### src/rtl/bit_serializer_if.sv
// Load handshake and serial output bundle for bit_serializer.
// master = word producer / bit consumer side, slave = the serializer.
interface bit_serializer_if #(
    parameter int WIDTH = 8
);
    logic [WIDTH-1:0] data_in;
    logic             load_valid;
    logic             load_ready;
    logic             out;
    logic             out_valid;

    modport master (
        output data_in,
        output load_valid,
        input  load_ready,
        input  out,
        input  out_valid
    );

    modport slave (
        input  data_in,
        input  load_valid,
        output load_ready,
        output out,
        output out_valid
    );
endinterface

### src/rtl/bit_serializer.sv
// Parallel-in serial-out streamer feeding a bit-serial detector; one bit per clock.
// Optional one-word prefetch buffer enabled by defining BIT_SERIALIZER_PREFETCH_EN.
module bit_serializer #(
    parameter int   WIDTH     = 8,
    parameter int   MSB_FIRST = 1,
    parameter logic IDLE_BIT  = 1'b0
) (
    input  logic              clk,
    input  logic              rst,
    bit_serializer_if.slave   bus,
    output logic              state_dbg
);
    // Handshake: a word transfers on a rising edge where load_valid and
    // load_ready are both high; data_in is only sampled on that edge.

    typedef enum logic {
        IDLE  = 1'b0,
        SHIFT = 1'b1
    } state_t;

    localparam int CW = $clog2(WIDTH);
    localparam logic [CW-1:0] LAST = CW'(WIDTH - 1);

    state_t           state;
    logic [CW-1:0]    cnt;
    logic [WIDTH-1:0] sreg;
    logic             accept;
    logic             load_en;
    logic [WIDTH-1:0] load_word;
    logic             last_bit;

    function automatic logic first_bit(input logic [WIDTH-1:0] w);
        return (MSB_FIRST != 0) ? w[WIDTH-1] : w[0];
    endfunction

    assign last_bit  = (state == SHIFT) && (cnt == LAST);
    assign accept    = bus.load_valid && bus.load_ready;
    assign state_dbg = (state == SHIFT);

`ifdef BIT_SERIALIZER_PREFETCH_EN
    logic [WIDTH-1:0] pbuf;
    logic             pbuf_full;
    logic             fill_buf;
    logic             drain_buf;

    assign bus.load_ready = !rst && !pbuf_full;

    always_comb begin
        load_en   = 1'b0;
        load_word = bus.data_in;
        fill_buf  = 1'b0;
        drain_buf = 1'b0;
        if (state == IDLE) begin
            load_en = accept;
        end else if (last_bit) begin
            // A buffered word has priority; ready is low while it is full.
            if (pbuf_full) begin
                load_en   = 1'b1;
                load_word = pbuf;
                drain_buf = 1'b1;
            end else begin
                load_en = accept;
            end
        end else begin
            fill_buf = accept;
        end
    end

    always_ff @(posedge clk or posedge rst) begin
        if (rst) begin
            pbuf      <= '0;
            pbuf_full <= 1'b0;
        end else if (fill_buf) begin
            pbuf      <= bus.data_in;
            pbuf_full <= 1'b1;
        end else if (drain_buf) begin
            pbuf_full <= 1'b0;
        end
    end
`else
    assign bus.load_ready = !rst && (state == IDLE);

    always_comb begin
        load_en   = 1'b0;
        load_word = bus.data_in;
        if (state == IDLE) begin
            load_en = accept;
        end
    end
`endif

    always_ff @(posedge clk or posedge rst) begin
        if (rst) begin
            state         <= IDLE;
            cnt           <= '0;
            sreg          <= '0;
            bus.out       <= IDLE_BIT;
            bus.out_valid <= 1'b0;
        end else if (load_en) begin
            state         <= SHIFT;
            sreg          <= load_word;
            cnt           <= '0;
            bus.out       <= first_bit(load_word);
            bus.out_valid <= 1'b1;
        end else if (state == SHIFT && !last_bit) begin
            // The output end of sreg already shows on out; present its neighbour.
            if (MSB_FIRST != 0) begin
                sreg    <= {sreg[WIDTH-2:0], 1'b0};
                bus.out <= sreg[WIDTH-2];
            end else begin
                sreg    <= {1'b0, sreg[WIDTH-1:1]};
                bus.out <= sreg[1];
            end
            cnt <= cnt + CW'(1);
        end else if (state == SHIFT) begin
            state         <= IDLE;
            cnt           <= '0;
            bus.out       <= IDLE_BIT;
            bus.out_valid <= 1'b0;
        end
    end
endmodule

### src/flat_wrapper.sv
// flat-port wrapper written by rule: the top's interface ports become plain ports
module bit_serializer_flat 
#(
    parameter int   WIDTH     = 8,
    parameter int   MSB_FIRST = 1,
    parameter logic IDLE_BIT  = 1'b0
)
  (clk, rst, state_dbg, bus_data_in, bus_load_valid, bus_load_ready, bus_out, bus_out_valid);
  bit_serializer_if #(.WIDTH(WIDTH)) bus_i ();
  input  logic clk;
  input  logic rst;
  output logic state_dbg;
  input wire logic [$bits(bus_i.data_in)-1:0] bus_data_in;
  input wire logic [$bits(bus_i.load_valid)-1:0] bus_load_valid;
  output wire logic [$bits(bus_i.load_ready)-1:0] bus_load_ready;
  output wire logic [$bits(bus_i.out)-1:0] bus_out;
  output wire logic [$bits(bus_i.out_valid)-1:0] bus_out_valid;
  assign bus_i.data_in = bus_data_in;
  assign bus_i.load_valid = bus_load_valid;
  assign bus_load_ready = bus_i.load_ready;
  assign bus_out = bus_i.out;
  assign bus_out_valid = bus_i.out_valid;
  bit_serializer #(.WIDTH(WIDTH), .MSB_FIRST(MSB_FIRST), .IDLE_BIT(IDLE_BIT)) u_core (.clk(clk), .rst(rst), .bus(bus_i), .state_dbg(state_dbg));
endmodule
### config.mk
export PLATFORM = sky130hd
export DESIGN_NAME = bit_serializer_flat
export DESIGN_NICKNAME = d
export VERILOG_FILES = /design/src/rtl/bit_serializer_if.sv /design/src/rtl/bit_serializer.sv /design/src/flat_wrapper.sv
export SDC_FILE = /design/constraint.sdc
export NUM_CORES = 1
export LEC_CHECK = 0
export ABC_AREA = 1
export CAP_MARGIN = 20
export CORE_MARGIN = 5
export CORE_UTILIZATION = 31
export CTS_CLUSTER_DIAMETER = 60
export DETAILED_ROUTE_END_ITERATION = 7
export GPL_TIMING_DRIVEN = 0
export PLACE_DENSITY = 0.61
export SKIP_LAST_GASP = 1
export SYNTH_ARGS = -nofsm -noshare
export SYNTH_HDL_FRONTEND = slang
export SYNTH_SLANG_ARGS = --single-unit
### constraint.sdc
create_clock -name clk -period 3.9 [get_ports clk]
set_clock_uncertainty 0.1 [all_clocks]
set_input_delay 0.78 -clock clk [delete_from_list [all_inputs] [get_ports clk]]
set_output_delay 0.78 -clock clk [all_outputs]
set_load 0.01 [all_outputs]
==> impl_results.md <==
- DR vias: 550
- Final number of setup-violating endpoints: 0
- Critical Path Start Type: primary input
- Total wire length: 1300 um
- R2R Path Start: u_core.cnt[0]$_DFFE_PP0P_
- Relative slew slack: 64.9%
- TritonCTS Buffers: 3
- Post-CTS Setup Repair Bufs: 0
- Port Buf Inserts: 13
- Top cells by area, synth: dfrtp_1, nand2_1, nand3_1, inv_1, ha_1
- Maximum VDD drop: 0.000267 V
- Core footprint: 0.00198 mm^2
- Critical Path Sink Type: output port
- Sink Count: 13
- Detailed Place HPWL: 927 um
- Hold_buf cts: 0
- DR iter-0 viols: 14
- Vias in the first global route: 540
- DP Worst Slack: 941 ps
- Minimum clock period: 2960 ps
- RSZ-0062 raised after global routing: no
- Effective utilization at floorplan: 32.9%
- CTS max path bufs: 2
- Leak: 0.433 nW
- IO Pins: 15
- Yosys cell types: 13
- CTS tree: yes
- Status: completed
- DIE HEIGHT: 55.9 um
- Register area share after synthesis: 49.9%
- Tightest Pin Transition: 527 ps
- Leading area contributor after synthesis: dfrtp_1
- Crit path largest cell delay: 590 ps
- Crit path DAT: 2080 ps
- Largest net degree at the start of global routing: 15
- WHS: 383 ps
- Yosys top cell area share: 49.9%
- Initial antenna violation count: 0
- Worst Path Required: 3020 ps
- H-tree levels: 1
- 1st-pass router iterations: 4
- FMAX: 0.338 GHz
- Mapped Nets: 91
- Mean Syn Cell Area: 8.36 um^2
- Netlist Area Pre-Place: 652 um^2
- Clk_lat worst skew: 270 ps
- Period utilization: 75.8%
- Register bit total from synthesis: 13
- GRT Overall Usage: 9.46%
- FP Rows: 16
- Commonest non-fill, non-tap cell in the layout: nand2_1
- Post-Syn Instances: 78
- Layout cell share with drive strength beyond 1: 10.5%
- First-pass GRT wire length: 2350 um
- End point of the critical path: bus_load_ready
- Crit path from: rst
- R2R setup slack: 2370 ps
- CTS resizes: 0
- Cell Pwr Density: 627 mW/mm^2
- Most frequent cells in the layout: nand2_1, nand3_1, clkdlybuf4s50_1, dfrtp_1, inv_1
- Post-DR vias/cell: 4.51
- Max-cap violations: 0
- Worst R2R End: u_core.sreg[2]$_DFFE_PP0P_
- GPL Wtd Cong: 0.779
- Final worst slack: 944 ps
- WS Path Type: in2out
- CP Max Fanout: 10
- Area growth syn-to-layout: 29.2%
- Final Max Tran Viols: 0
- Area of the die: 0.00312 mm^2
- YS warnings: 0
- Fill cells: 208
- Reg2Reg Depth: 6
- Final #Nets: 109
- WL/cell: 10.6 um
- Hold Crit Class: reg2reg
- Clk slew on worst S/H paths: 70 ps
- Gr ovfl total: 0
- TNS Setup: 0 ps
- Most frequent CP cell: clkdlybuf4s50_1
- DRC viols: 0
- Endpoints failing hold: 0
- Die width: 55.9 um
- Final Power: 528 uW
- Root Driver: clkbuf_4
- Ant diodes: 0
- CP Cell Sequence: clkdlybuf4s50_1, nor2_4, clkdlybuf4s50_1
- Slowest CP cell: clkdlybuf4s50_1
- Antenna Nets Post-Route: 0
power by group:
part | leakage (nW) | total, mW | switching, mW | internal, mW
logic | 0.255 | 0.226 | 0.128 | 0.0981
clock network | 0.0150 | 0.0797 | 0.0402 | 0.0395
registers | 0.164 | 0.222 | 0.0349 | 0.187
cells in the mapped netlist:
cell and instances:
ha_1 2, nand3_1 16, nor2_8 1, nand2_1 32, inv_2 1, nor2_4 1
inv_1 7, a21oi_1 1, inv_4 1, nand2_2 1, clkbuf_8 1, o21ai_2 1
dfrtp_1 13
area by class of cell:
type | count | area, um^2 | area share (%)
buffer | 1 | 13.8 | 1.63
tap | 27 | 33.8 | 4.01
multi-input combinational | 55 | 277 | 32.8
timing repair buffer | 13 | 130 | 15.5
clock buffer | 4 | 26.3 | 3.12
inverter | 9 | 36.3 | 4.31
sequential | 13 | 325 | 38.6
per-layer routing:
metal	share of wire [%]	track usage (%)	vias to the layer above
li1	-	-	279
met1	47	12.7	251
met2	46	14.4	20
met3	6.2	2.32	0
met4	0	4.07	0
met5	0	0	-
state kept, by name, summed over array words and instances, names as in the netlist:
name                  count
u_core.sreg               7
u_core.cnt                3
u_core.bus.out            1
u_core.bus.out_valid      1
u_core.state_dbg          1
critical path, delay by kind of cell:
family / cells / cell delay (ps)
buffers and inverters: 2 / 1050
and+or+nand+nor: 1 / 250
per-stage QoR:
step / instance area (um^2) / cells / utilization (%)
2_1_floorplan: 652 / 78 / -
3_3_place_gp: 816 / 118 / 41.2
3_5_place_dp: 816 / 118 / 41.2
4_1_cts: 842 / 122 / 42.5
5_1_grt: 842 / 122 / 42.5
6_report: 842 / 122 / 42.5
worst min-delay path by stage:
stage,start,end,cells past startpoint
after floorplan,u_core.cnt[1]$_DFFE_PP0P_,u_core.cnt[1]$_DFFE_PP0P_,2
after global placement,u_core.cnt[2]$_DFFE_PP0P_,u_core.cnt[2]$_DFFE_PP0P_,2
after detailed placement,u_core.cnt[2]$_DFFE_PP0P_,u_core.cnt[2]$_DFFE_PP0P_,2
after CTS,u_core.cnt[2]$_DFFE_PP0P_,u_core.cnt[2]$_DFFE_PP0P_,2
after global routing,u_core.cnt[0]$_DFFE_PP0P_,u_core.cnt[0]$_DFFE_PP0P_,1
final,u_core.cnt[2]$_DFFE_PP0P_,u_core.cnt[2]$_DFFE_PP0P_,2
cells by family after synthesis:
kind of cell | Yosys count | synth area share (%)
simple gates | 51 | 36.5
flops | 13 | 49.9
buf+inv | 10 | 7.68
compound gates | 2 | 2.11
fa+ha+maj | 2 | 3.84
Power figures use the tool's default switching activity.
